==> config.mk <==
export PLATFORM = sky130hd
export DESIGN_NAME = ps2_key_decoder_flat
export DESIGN_NICKNAME = d
export VERILOG_FILES = /design/src/rtl/kbd_pkg.sv /design/src/rtl/ps2_key_decoder_if.sv /design/src/rtl/ps2_key_decoder_rx.sv /design/src/rtl/ps2_key_decoder.sv /design/src/flat_wrapper.sv
export SDC_FILE = /design/constraint.sdc
export NUM_CORES = 1
export LEC_CHECK = 0
export CORE_MARGIN = 2
export CORE_UTILIZATION = 40
export DETAILED_ROUTE_END_ITERATION = 10
export SKIP_LAST_GASP = 1
export SLEW_MARGIN = 20
export SYNTH_ARGS = -nofsm -noshare
export SYNTH_HDL_FRONTEND = slang
export SYNTH_SLANG_ARGS = --single-unit
==> constraint.sdc <==
create_clock -name clk -period 1.92 [get_ports clk]
set_input_delay 0.384 -clock clk [delete_from_list [all_inputs] [get_ports clk]]
set_output_delay 0.384 -clock clk [all_outputs]
set_load 0.01 [all_outputs]
==> src/rtl/kbd_pkg.sv <==
// Shared scan-code constants, held-key bit indices and receiver state encoding
// for the PS/2 keyboard front end and its consumers.
package kbd_pkg;

    localparam logic [7:0] SC_W   = 8'h1D;
    localparam logic [7:0] SC_A   = 8'h1C;
    localparam logic [7:0] SC_S   = 8'h1B;
    localparam logic [7:0] SC_D   = 8'h23;
    localparam logic [7:0] SC_L   = 8'h4B;
    localparam logic [7:0] SC_F1  = 8'h05;
    localparam logic [7:0] SC_F2  = 8'h06;
    localparam logic [7:0] SC_F3  = 8'h04;
    localparam logic [7:0] SC_BRK = 8'hF0;
    localparam logic [7:0] SC_EXT = 8'hE0;

    localparam logic [2:0] KEY_W  = 3'd0;
    localparam logic [2:0] KEY_A  = 3'd1;
    localparam logic [2:0] KEY_S  = 3'd2;
    localparam logic [2:0] KEY_D  = 3'd3;
    localparam logic [2:0] KEY_L  = 3'd4;
    localparam logic [2:0] KEY_F1 = 3'd5;
    localparam logic [2:0] KEY_F2 = 3'd6;
    localparam logic [2:0] KEY_F3 = 3'd7;

    typedef enum logic [1:0] {
        RX_IDLE   = 2'd0,
        RX_DATA   = 2'd1,
        RX_PARITY = 2'd2,
        RX_STOP   = 2'd3
    } rx_state_e;

    typedef struct packed {
        logic       hit;
        logic [2:0] idx;
    } key_hit_t;

    // Maps a non-prefix set-2 code onto its bit in the held-key bitmap.
    function automatic key_hit_t key_lookup(input logic [7:0] sc);
        key_hit_t r;
        r.hit = 1'b1;
        r.idx = KEY_W;
        case (sc)
            SC_W:    r.idx = KEY_W;
            SC_A:    r.idx = KEY_A;
            SC_S:    r.idx = KEY_S;
            SC_D:    r.idx = KEY_D;
            SC_L:    r.idx = KEY_L;
            SC_F1:   r.idx = KEY_F1;
            SC_F2:   r.idx = KEY_F2;
            SC_F3:   r.idx = KEY_F3;
            default: r.hit = 1'b0;
        endcase
        return r;
    endfunction

endpackage

==> src/rtl/ps2_key_decoder_if.sv <==
// Bundle of the PS/2 line inputs and the decoded keyboard outputs.
// code_valid / frame_err are single-cycle strobes with no ready: the consumer must
// take scan_code on the cycle code_valid is high, there is no back-pressure.
interface ps2_key_decoder_if;
    import kbd_pkg::*;

    logic       ps2_clk;
    logic       ps2_data;
    logic [7:0] keyboard_data;
    logic [7:0] scan_code;
    logic       code_valid;
    logic       frame_err;
    rx_state_e  rx_state;

    modport slave (
        input  ps2_clk, ps2_data,
        output keyboard_data, scan_code, code_valid, frame_err, rx_state
    );

    modport master (
        output ps2_clk, ps2_data,
        input  keyboard_data, scan_code, code_valid, frame_err, rx_state
    );

endinterface

==> src/rtl/ps2_key_decoder_rx.sv <==
// PS/2 device-to-host byte receiver: line synchronisers, ps2_clk glitch filter,
// 11-bit frame FSM with odd-parity/stop checking and a mid-frame timeout.
module ps2_rx
    import kbd_pkg::*;
#(
    parameter int FILTER_LEN  = 8,
    parameter int TIMEOUT_CYC = 200000
) (
    input  logic       clk,
    input  logic       reset,
    input  logic       ps2_clk,
    input  logic       ps2_data,
    output logic [7:0] rx_byte,
    output logic       rx_valid,
    output logic       rx_err,
    output rx_state_e  rx_state
);

    localparam int FW = (FILTER_LEN > 1) ? $clog2(FILTER_LEN) : 1;
    localparam int TW = $clog2(TIMEOUT_CYC + 1);
    localparam logic [FW-1:0] FLT_LAST = FW'(FILTER_LEN - 1);
    localparam logic [TW-1:0] TO_LAST  = TW'(TIMEOUT_CYC - 1);

    logic [1:0]    clk_sync, dat_sync;
    logic          clk_filt, clk_filt_q;
    logic [FW-1:0] flt_cnt;
    logic          fall, data_bit, timed_out;

    rx_state_e     state, state_d;
    logic [2:0]    bit_cnt, bit_cnt_d;
    logic [7:0]    shift, shift_d;
    logic          par, par_d;
    logic          valid_d, err_d;
    logic [TW-1:0] to_cnt;

    // Lines idle high, so the synchronisers and filter come out of reset at 1.
    always_ff @(posedge clk or posedge reset) begin
        if (reset) begin
            clk_sync   <= 2'b11;
            dat_sync   <= 2'b11;
            clk_filt   <= 1'b1;
            clk_filt_q <= 1'b1;
            flt_cnt    <= '0;
        end else begin
            clk_sync   <= {clk_sync[0], ps2_clk};
            dat_sync   <= {dat_sync[0], ps2_data};
            clk_filt_q <= clk_filt;
            if (clk_sync[1] == clk_filt) begin
                flt_cnt <= '0;
            end else if (flt_cnt == FLT_LAST) begin
                clk_filt <= clk_sync[1];
                flt_cnt  <= '0;
            end else begin
                flt_cnt <= flt_cnt + 1'b1;
            end
        end
    end

    assign fall      = clk_filt_q & ~clk_filt;
    assign data_bit  = dat_sync[1];
    assign timed_out = (state != RX_IDLE) && (to_cnt == TO_LAST) && !fall;

    always_comb begin
        state_d   = state;
        bit_cnt_d = bit_cnt;
        shift_d   = shift;
        par_d     = par;
        valid_d   = 1'b0;
        err_d     = 1'b0;
        if (timed_out) begin
            state_d = RX_IDLE;
            err_d   = 1'b1;
        end else if (fall) begin
            case (state)
                RX_IDLE: begin
                    if (!data_bit) begin
                        state_d   = RX_DATA;
                        bit_cnt_d = 3'd0;
                    end
                end
                RX_DATA: begin
                    shift_d   = {data_bit, shift[7:1]};
                    bit_cnt_d = bit_cnt + 3'd1;
                    if (bit_cnt == 3'd7) state_d = RX_PARITY;
                end
                RX_PARITY: begin
                    par_d   = data_bit;
                    state_d = RX_STOP;
                end
                RX_STOP: begin
                    if (data_bit && (^{shift, par})) valid_d = 1'b1;
                    else                             err_d   = 1'b1;
                    state_d = RX_IDLE;
                end
                default: state_d = RX_IDLE;
            endcase
        end
    end

    always_ff @(posedge clk or posedge reset) begin
        if (reset) begin
            state    <= RX_IDLE;
            bit_cnt  <= '0;
            shift    <= '0;
            par      <= 1'b0;
            rx_byte  <= '0;
            rx_valid <= 1'b0;
            rx_err   <= 1'b0;
            to_cnt   <= '0;
        end else begin
            state    <= state_d;
            bit_cnt  <= bit_cnt_d;
            shift    <= shift_d;
            par      <= par_d;
            rx_valid <= valid_d;
            rx_err   <= err_d;
            if (valid_d) rx_byte <= shift;
            if (fall || state == RX_IDLE) to_cnt <= '0;
            else                          to_cnt <= to_cnt + 1'b1;
        end
    end

    assign rx_state = state;

endmodule

==> src/rtl/ps2_key_decoder.sv <==
// PS/2 keyboard front end: receives set-2 bytes and keeps the held-key bitmap
// for the mapped game keys, tracking the break (F0) and extended (E0) prefixes.
module ps2_key_decoder
    import kbd_pkg::*;
#(
    parameter int FILTER_LEN  = 8,
    parameter int TIMEOUT_CYC = 200000
) (
    input  logic               clk,
    input  logic               reset,
    ps2_key_decoder_if.slave   bus
);

    logic [7:0] rx_byte;
    logic       rx_valid, rx_err;
    rx_state_e  rx_state;
    logic [7:0] keys;
    logic       brk, ext;
    key_hit_t   hit;

    ps2_rx #(
        .FILTER_LEN  (FILTER_LEN),
        .TIMEOUT_CYC (TIMEOUT_CYC)
    ) u_rx (
        .clk      (clk),
        .reset    (reset),
        .ps2_clk  (bus.ps2_clk),
        .ps2_data (bus.ps2_data),
        .rx_byte  (rx_byte),
        .rx_valid (rx_valid),
        .rx_err   (rx_err),
        .rx_state (rx_state)
    );

    assign hit = key_lookup(rx_byte);

    // Prefixes accumulate until a non-prefix byte consumes them; errored frames never reach here.
    always_ff @(posedge clk or posedge reset) begin
        if (reset) begin
            keys <= '0;
            brk  <= 1'b0;
            ext  <= 1'b0;
        end else if (rx_valid) begin
            if (rx_byte == SC_BRK) begin
                brk <= 1'b1;
            end else if (rx_byte == SC_EXT) begin
                ext <= 1'b1;
            end else begin
                if (!ext && hit.hit) keys[hit.idx] <= !brk;
                brk <= 1'b0;
                ext <= 1'b0;
            end
        end
    end

    assign bus.keyboard_data = keys;
    assign bus.scan_code     = rx_byte;
    assign bus.code_valid    = rx_valid;
    assign bus.frame_err     = rx_err;
    assign bus.rx_state      = rx_state;

endmodule

==> src/flat_wrapper.sv <==
// flat-port wrapper written by rule: the top's interface ports become plain ports
module ps2_key_decoder_flat import kbd_pkg::*;
#(
    parameter int FILTER_LEN  = 8,
    parameter int TIMEOUT_CYC = 200000
)
  (clk, reset, bus_ps2_clk, bus_ps2_data, bus_keyboard_data, bus_scan_code, bus_code_valid, bus_frame_err, bus_rx_state);
  ps2_key_decoder_if bus_i ();
  input  logic clk;
  input  logic reset;
  input wire logic [$bits(bus_i.ps2_clk)-1:0] bus_ps2_clk;
  input wire logic [$bits(bus_i.ps2_data)-1:0] bus_ps2_data;
  output wire logic [$bits(bus_i.keyboard_data)-1:0] bus_keyboard_data;
  output wire logic [$bits(bus_i.scan_code)-1:0] bus_scan_code;
  output wire logic [$bits(bus_i.code_valid)-1:0] bus_code_valid;
  output wire logic [$bits(bus_i.frame_err)-1:0] bus_frame_err;
  output wire logic [$bits(bus_i.rx_state)-1:0] bus_rx_state;
  assign bus_i.ps2_clk = bus_ps2_clk;
  assign bus_i.ps2_data = bus_ps2_data;
  assign bus_keyboard_data = bus_i.keyboard_data;
  assign bus_scan_code = bus_i.scan_code;
  assign bus_code_valid = bus_i.code_valid;
  assign bus_frame_err = bus_i.frame_err;
  assign bus_rx_state = bus_i.rx_state;
  ps2_key_decoder #(.FILTER_LEN(FILTER_LEN), .TIMEOUT_CYC(TIMEOUT_CYC)) u_core (.clk(clk), .reset(reset), .bus(bus_i));
endmodule
==> results of run 1 <==
==> layer usage <==
metal | vias to the layer above | GRT usage (%) | wire length (um)
li1 | 1049 | - | -
met1 | 1029 | 19.6 | 2670
met2 | 31 | 21.4 | 2430
met3 | 6 | 4.44 | 215
met4 | 0 | 5.00 | 65
met5 | - | 0 | 0
==> cells in the final DEF (no fill, tap or decap), types with 3 or more instances in the layout <==
cell type	synthesis	layout
dfrtp_1	55	55
clkdlybuf4s50_1	0	23
mux2_2	16	16
a21oi_1	10	10
xnor2_1	6	6
xor2_1	11	11
or3_1	5	5
nand4b_1	4	4
dfstp_2	6	6
o22ai_1	3	3
ha_1	9	9
and3_1	6	6
buf_4	0	21
nor2_1	20	20
o21ai_0	12	12
nor3b_1	4	4
mux2i_1	7	7
nand4_1	9	9
clkbuf_8	0	11
inv_1	19	18
nand2_1	10	10
and2_1	3	3
nand3_1	7	7
==> logic make-up after synthesis <==
| group | count (synthesis) | share of synthesized area (%) |
|---|---|---|
| buffers and inverters | 27 | 3.50 |
| multiplexers | 24 | 9.20 |
| AO/OA/AOI/OAI | 38 | 7.76 |
| flip-flops | 61 | 51.7 |
| adder cells (fa/ha/maj) | 9 | 3.80 |
| AND/OR/NAND/NOR | 89 | 17.4 |
| XOR/XNOR | 19 | 6.58 |
==> critical path: stages (launching register included) <==
cell and delay (ns):
dfrtp_1 0.41, xor2_1 0.15, xnor3_2 0.44, mux2i_4 0.27
buf_12 0.15, mux2_2 0.32
==> state kept, by name (all words and copies together), names as in the netlist <==
register and count:
u_core.u_rx.clk_sync 2, u_core.u_rx.rx_err 1, u_core.u_rx.to_cnt 18, u_core.u_rx.clk_filt_q 1, u_core.u_rx.rx_state 2, u_core.u_rx.rx_byte 8
u_core.u_rx.bit_cnt 3, u_core.u_rx.flt_cnt 3, u_core.u_rx.dat_sync 2, u_core.ext 1, u_core.u_rx.par 1, u_core.bus.keyboard_data 8
u_core.brk 1, u_core.u_rx.rx_valid 1, u_core.u_rx.clk_filt 1, u_core.u_rx.shift 8
==> through the flow <==
| step | setup TNS (ns) | setup WS (ns) | cell area (um^2) | utilization, % |
|---|---|---|---|---|
| 3_3_place_gp | 0 | 0.0450 | 3460 | 48.0 |
| 4_1_cts | 0 | 0.00161 | 3670 | 50.8 |
| 5_1_grt | -0.00938 | -0.00520 | 3700 | 51.3 |
| 3_5_place_dp | 0 | 0.0117 | 3460 | 48.0 |
| 2_1_floorplan | 0 | 0.0329 | 2970 | - |
| 6_report | 0 | 0.0658 | 3700 | 51.3 |
==> repair_timing <==
| item | CTS | global route |
|---|---|---|
| hold buffers | 0 | 0 |
| resized for setup | 0 | 2 |
| endpoints found under the setup margin | 0 | 12 |
| hold endpoints to repair | 0 | 0 |
| setup buffers | 0 | 1 |
==> layout make-up <==
| class | instances | area share, % |
|---|---|---|
| timing repair buffer | 46 | 11.6 |
| tap | 99 | 3.35 |
| sequential | 61 | 41.5 |
| multi-input combinational | 179 | 36.2 |
| inverter | 19 | 1.93 |
| clock buffer | 13 | 4.30 |
| clock inverter | 3 | 1.22 |
==> final timing paths <==
kind                                               end
max reg2reg                     u_core.u_rx.rx_byte[0]
min                            u_core.u_rx.dat_sync[1]
max in group asynchronous       u_core.u_rx.clk_filt_q
max                             u_core.u_rx.rx_byte[0]
min in group asynchronous  u_core.bus.keyboard_data[2]
min reg2reg                    u_core.u_rx.dat_sync[1]
==> power breakdown <==
part           internal [uW]  total, uW  switching (uW)
registers               1480       1610             130
logic                    500       1050             552
clock network            672       1170             494
total                   2660       3830            1180
==> results.json, run 1 <==
{
  "status": "finished clean",
  "rr_startpoint": "u_core.u_rx.shift[3]",
  "core_um2": 7210,
  "drt_first_pass_iters": 4,
  "synthArstFlopShare_pct": 100,
  "ys.warnings.count": 0,
  "worst_hold_slack_ns": 0.356,
  "syn_area_per_cell_um2": 11.1,
  "drc": 0,
  "crit_path_end_kind": "flip-flop",
  "dp.cells": 403,
  "arrival_ns": 2.07,
  "via_per_inst": 5.04,
  "area_growth_pct": 24.7,
  "syn_nets": 280,
  "ys.flop_type": "dfrtp_1",
  "reg2reg_depth": 5,
  "fin_cells": 420,
  "gp_congestion": 0.743,
  "h-tree-depth": 3,
  "routed_wl_um": 5380,
  "multi_input_area_um2": 1340,
  "setup_viol": 0,
  "num_io_pins": 24,
  "hold_depth": 0,
  "cts_tree": "done",
  "io_buffers": 23,
  "wire_per_inst_um": 12.8,
  "crit_required_ns": 2.13,
  "vias": 2115,
  "p_leak_uw": 0.00172,
  "cts_buffers": 9,
  "post-route-min-period_ns": 1.85,
  "grt_pass1_vias": 2008,
  "relSlewSlack_pct": 71.6,
  "drt.antenna.violating_nets": 0,
  "hp-class": "flip-flop to flip-flop",
  "track_usage_pct": 14.3,
  "irDropWorstVdd_mv": 0.672,
  "power_uw": 3830,
  "cap_viol_max_count": 0,
  "finClkSkew_ns": 0.00652,
  "cp-start-kind": "flip-flop",
  "clk_path_buf_depth": 2,
  "synth_common_cells": "dfrtp_1, nor2_1, inv_1",
  "die_h_um": 90.1,
  "yosysTopAreaCell": "dfrtp_1",
  "grt_overflow": 0,
  "rrSetupSlack_ns": 0.07,
  "final-seq-area_um2": 1530,
  "startpoint": "u_core.u_rx.shift[3]",
  "syn_inst": 267,
  "grt_pass1_wl_um": 9360,
  "ys_seq_area_share_pct": 51.7,
  "cts_sinks": 61,
  "place_hpwl_um": 3730,
  "num_antenna_cells": 0,
  "hold_viol": 0,
  "die_area_um2": 8120,
  "synth.most_common_cell": "dfrtp_1",
  "drt_iter0_markers": 100,
  "p_per_area_nw_per_um2": 1040,
  "nets": 329,
  "die_x_um": 90.1,
  "ys_seq_elements": 61,
  "initial_utilization_pct": 41.1,
  "hold_path_startpoint": "u_core.u_rx.dat_sync[0]",
  "synth_cell_types": 48,
  "critPathKind": "flip-flop to flip-flop",
  "drive_above_1_share_pct": 22.4,
  "yosys-top-cells-area": "dfrtp_1, mux2_2, dfstp_2",
  "clock_latency_ns": 0.33,
  "synth-edff-count": 0,
  "cts_root_buf": "clkbuf_8",
  "path_max_fanout": 9,
  "synth_top_area_share_pct": 46.4,
  "num_rows": 31,
  "nFillCells": 660,
  "grt_max_degree": 62,
  "clock.fmax_ghz": 0.539,
  "post-route-period-util_pct": 96.6,
  "worst_pin_slew_ns": 0.422,
  "antenna_found_initial": 0,
  "finalMaxSlewViolations": 0,
  "clkTransAtPathRegs_ns": 0.07,
  "synth_area_um2": 2970
}
Note: power is estimated with default switching activity, not from simulation.
==> inputs of run 2 (changes only) <==
--- a/config.mk
+++ b/config.mk
@@ -7,7 +7,9 @@
 export LEC_CHECK = 0
 export CORE_MARGIN = 2
 export CORE_UTILIZATION = 40
+export CTS_CLUSTER_DIAMETER = 200
 export DETAILED_ROUTE_END_ITERATION = 10
+export PLACE_DENSITY = 0.64
 export SKIP_LAST_GASP = 1
 export SLEW_MARGIN = 20
 export SYNTH_ARGS = -nofsm -noshare
==> run 2 against run 1 <==
Critical path depth did not move. Core utilization fell by 0.90 points. Via count rose by 0.47%. Combinational power barely moved. Setup slack got worse by 0.030 ns. Register-to-register slack got worse by 0.03 ns. Worst hold slack got worse by 0.079 ns. Clock power fell by 9%. Design area fell by 1.8%. Global-route usage rose by 0.41 points. Largest cell class unchanged. Highest routed layer unchanged.
==> results.json, run 2 (synthesis results as in run 1) <==
{
  "status": "finished clean",
  "cap_viol_max_count": 0,
  "cts_hold_buf": 0,
  "post-route-min-period_ns": 1.88,
  "cts_buffers": 9,
  "cts_tree": "done",
  "die_h_um": 90.1,
  "routed_wl_um": 5560,
  "gp_congestion": 0.818,
  "grt_overflow": 0,
  "rrSetupSlack_ns": 0.04,
  "drive_above_1_share_pct": 20.4,
  "cts_sinks": 61,
  "largest_reg_flops": 18,
  "rr_startpoint": "u_core.u_rx.shift[5]",
  "critPathTopFamily": "XOR/XNOR gates",
  "arrival_ns": 2.10,
  "drt_iter0_markers": 143,
  "finalMaxSlewViolations": 0,
  "num_io_pins": 24,
  "via_per_inst": 5.15,
  "cp-start-kind": "flip-flop",
  "clock.fmax_ghz": 0.531,
  "hold_viol": 0,
  "h-tree-depth": 3,
  "p_per_area_nw_per_um2": 1040,
  "wire_per_inst_um": 13.5,
  "vias": 2125,
  "hp-class": "input port to async pin",
  "clock_latency_ns": 0.34,
  "dpl_cell_area_um2": 3420,
  "setup_viol": 0,
  "path_max_fanout": 9,
  "worst_pin_slew_ns": 0.396,
  "area_growth_pct": 22.5,
  "grt_pass1_wl_um": 9520,
  "final_area_um2": 3630,
  "track_usage_pct": 14.7,
  "crit_required_ns": 2.13,
  "critPathKind": "flip-flop to flip-flop",
  "die_x_um": 90.1,
  "layout_common_cells": "dfrtp_1, clkdlybuf4s50_1, nor2_1",
  "drt_first_pass_iters": 4,
  "clk_path_buf_depth": 2,
  "critPathBufInv": 1,
  "cts_root_buf": "clkbuf_8",
  "worstPathCellList": "xnor2_1, xnor3_2, mux2i_4, buf_12, mux2_2",
  "rsz0062_at_grt": "yes",
  "r2r-end": "u_core.u_rx.rx_byte[5]",
  "worst_hold_slack_ns": 0.277,
  "grt_pass1_vias": 2041,
  "post-route-period-util_pct": 98.1,
  "place_hpwl_um": 3910,
  "irDropWorstVdd_mv": 0.826,
  "cpPeakStageDelay_ns": 0.48,
  "reg2reg_depth": 5,
  "p_leak_uw": 0.00168,
  "initial_utilization_pct": 41.1,
  "crit_path_end_kind": "flip-flop",
  "cpMaxStageDelayCell": "xnor3_2",
  "num_antenna_cells": 0,
  "finClkSkew_ns": 0.00982,
  "relSlewSlack_pct": 73.6,
  "drt.antenna.violating_nets": 0,
  "die_area_um2": 8120,
  "final_common_cell": "dfrtp_1",
  "antenna_found_initial": 0,
  "max_flop_register": "u_core.u_rx.to_cnt",
  "num_rows": 31,
  "clkTransAtPathRegs_ns": 0.07,
  "drc": 0,
  "grt_max_degree": 38,
  "core_um2": 7210,
  "nets": 322,
  "io_buffers": 23
}
run 2: cell types whose count changed in the layout (fill, tap and decap cells not counted):
| cell | change |
|---|---|
| o21ai_1 | +1 |
| bufinv_16 | -1 |
| clkbuf_8 | +1 |
| nor3_1 | +2 |
| buf_4 | -8 |
| buf_12 | +1 |
| clkbuf_1 | -1 |
| clkinv_2 | +1 |
| o21ai_0 | -1 |
| nor3_2 | -2 |
run 2: worst max-delay path by stage:
stage                         start                     end  slack [ns]  depth (start not counted)
2_1_floorplan                 reset              u_core.brk        0.03                          1
3_3_place_gp   u_core.u_rx.shift[2]  u_core.u_rx.rx_byte[7]        0.02                          4
3_5_place_dp   u_core.u_rx.shift[2]  u_core.u_rx.rx_byte[5]       -0.02                          4
4_1_cts        u_core.u_rx.shift[2]  u_core.u_rx.rx_byte[5]        0.02                          5
5_1_grt        u_core.u_rx.shift[5]  u_core.u_rx.rx_byte[3]       -0.02                          5
6_report       u_core.u_rx.shift[5]  u_core.u_rx.rx_byte[5]        0.04                          5
run 2: cell type report:
| cell class | count | area [um^2] |
|---|---|---|
| clock inverters | 3 | 20.0 |
| fillers | 668 | 3580 |
| clock buffers | 13 | 169 |
| well taps | 99 | 124 |
| flip-flops and latches | 61 | 1530 |
| repair buffers | 39 | 388 |
| inverters | 19 | 71.3 |
| multi-input cells | 179 | 1330 |
run 2: stage by stage:
| stage | TNS (ns) | cells | power (uW) | setup WS [ns] | util [%] |
|---|---|---|---|---|---|
| after floorplan | 0 | 267 | 2380 | 0.0329 | - |
| after global placement | 0 | 395 | 2640 | 0.0174 | 47.4 |
| after detailed placement | -0.102 | 395 | 2680 | -0.0233 | 47.4 |
| after CTS | 0 | 412 | 3770 | 0.0248 | 50.3 |
| after global routing | -0.109 | 413 | 4020 | -0.0247 | 50.4 |
| final | 0 | 413 | 3760 | 0.0360 | 50.4 |
run 2: what timing repair did:
| item | 4_1_cts | 5_1_grt |
|---|---|---|
| setup endpoints to repair | 8 | 10 |
| setup buffers | 1 | 1 |
| resized for setup | 0 | 1 |
| pin swaps | 0 | 1 |
run 2: where the power goes:
group          total (uW)  switching, uW  internal, uW
clock                1070            501           572
sequential           1640            151          1480
combinational        1050            542           512
run 2: layer usage:
layer	wire [um]	share of wire, %	track usage [%]	up-vias
met5	0	0	0	-
met4	85	1.5	5.51	0
met3	195	3.5	4.53	8
met2	2550	46	23.0	35
met1	2730	49	19.2	1045
li1	-	-	-	1037
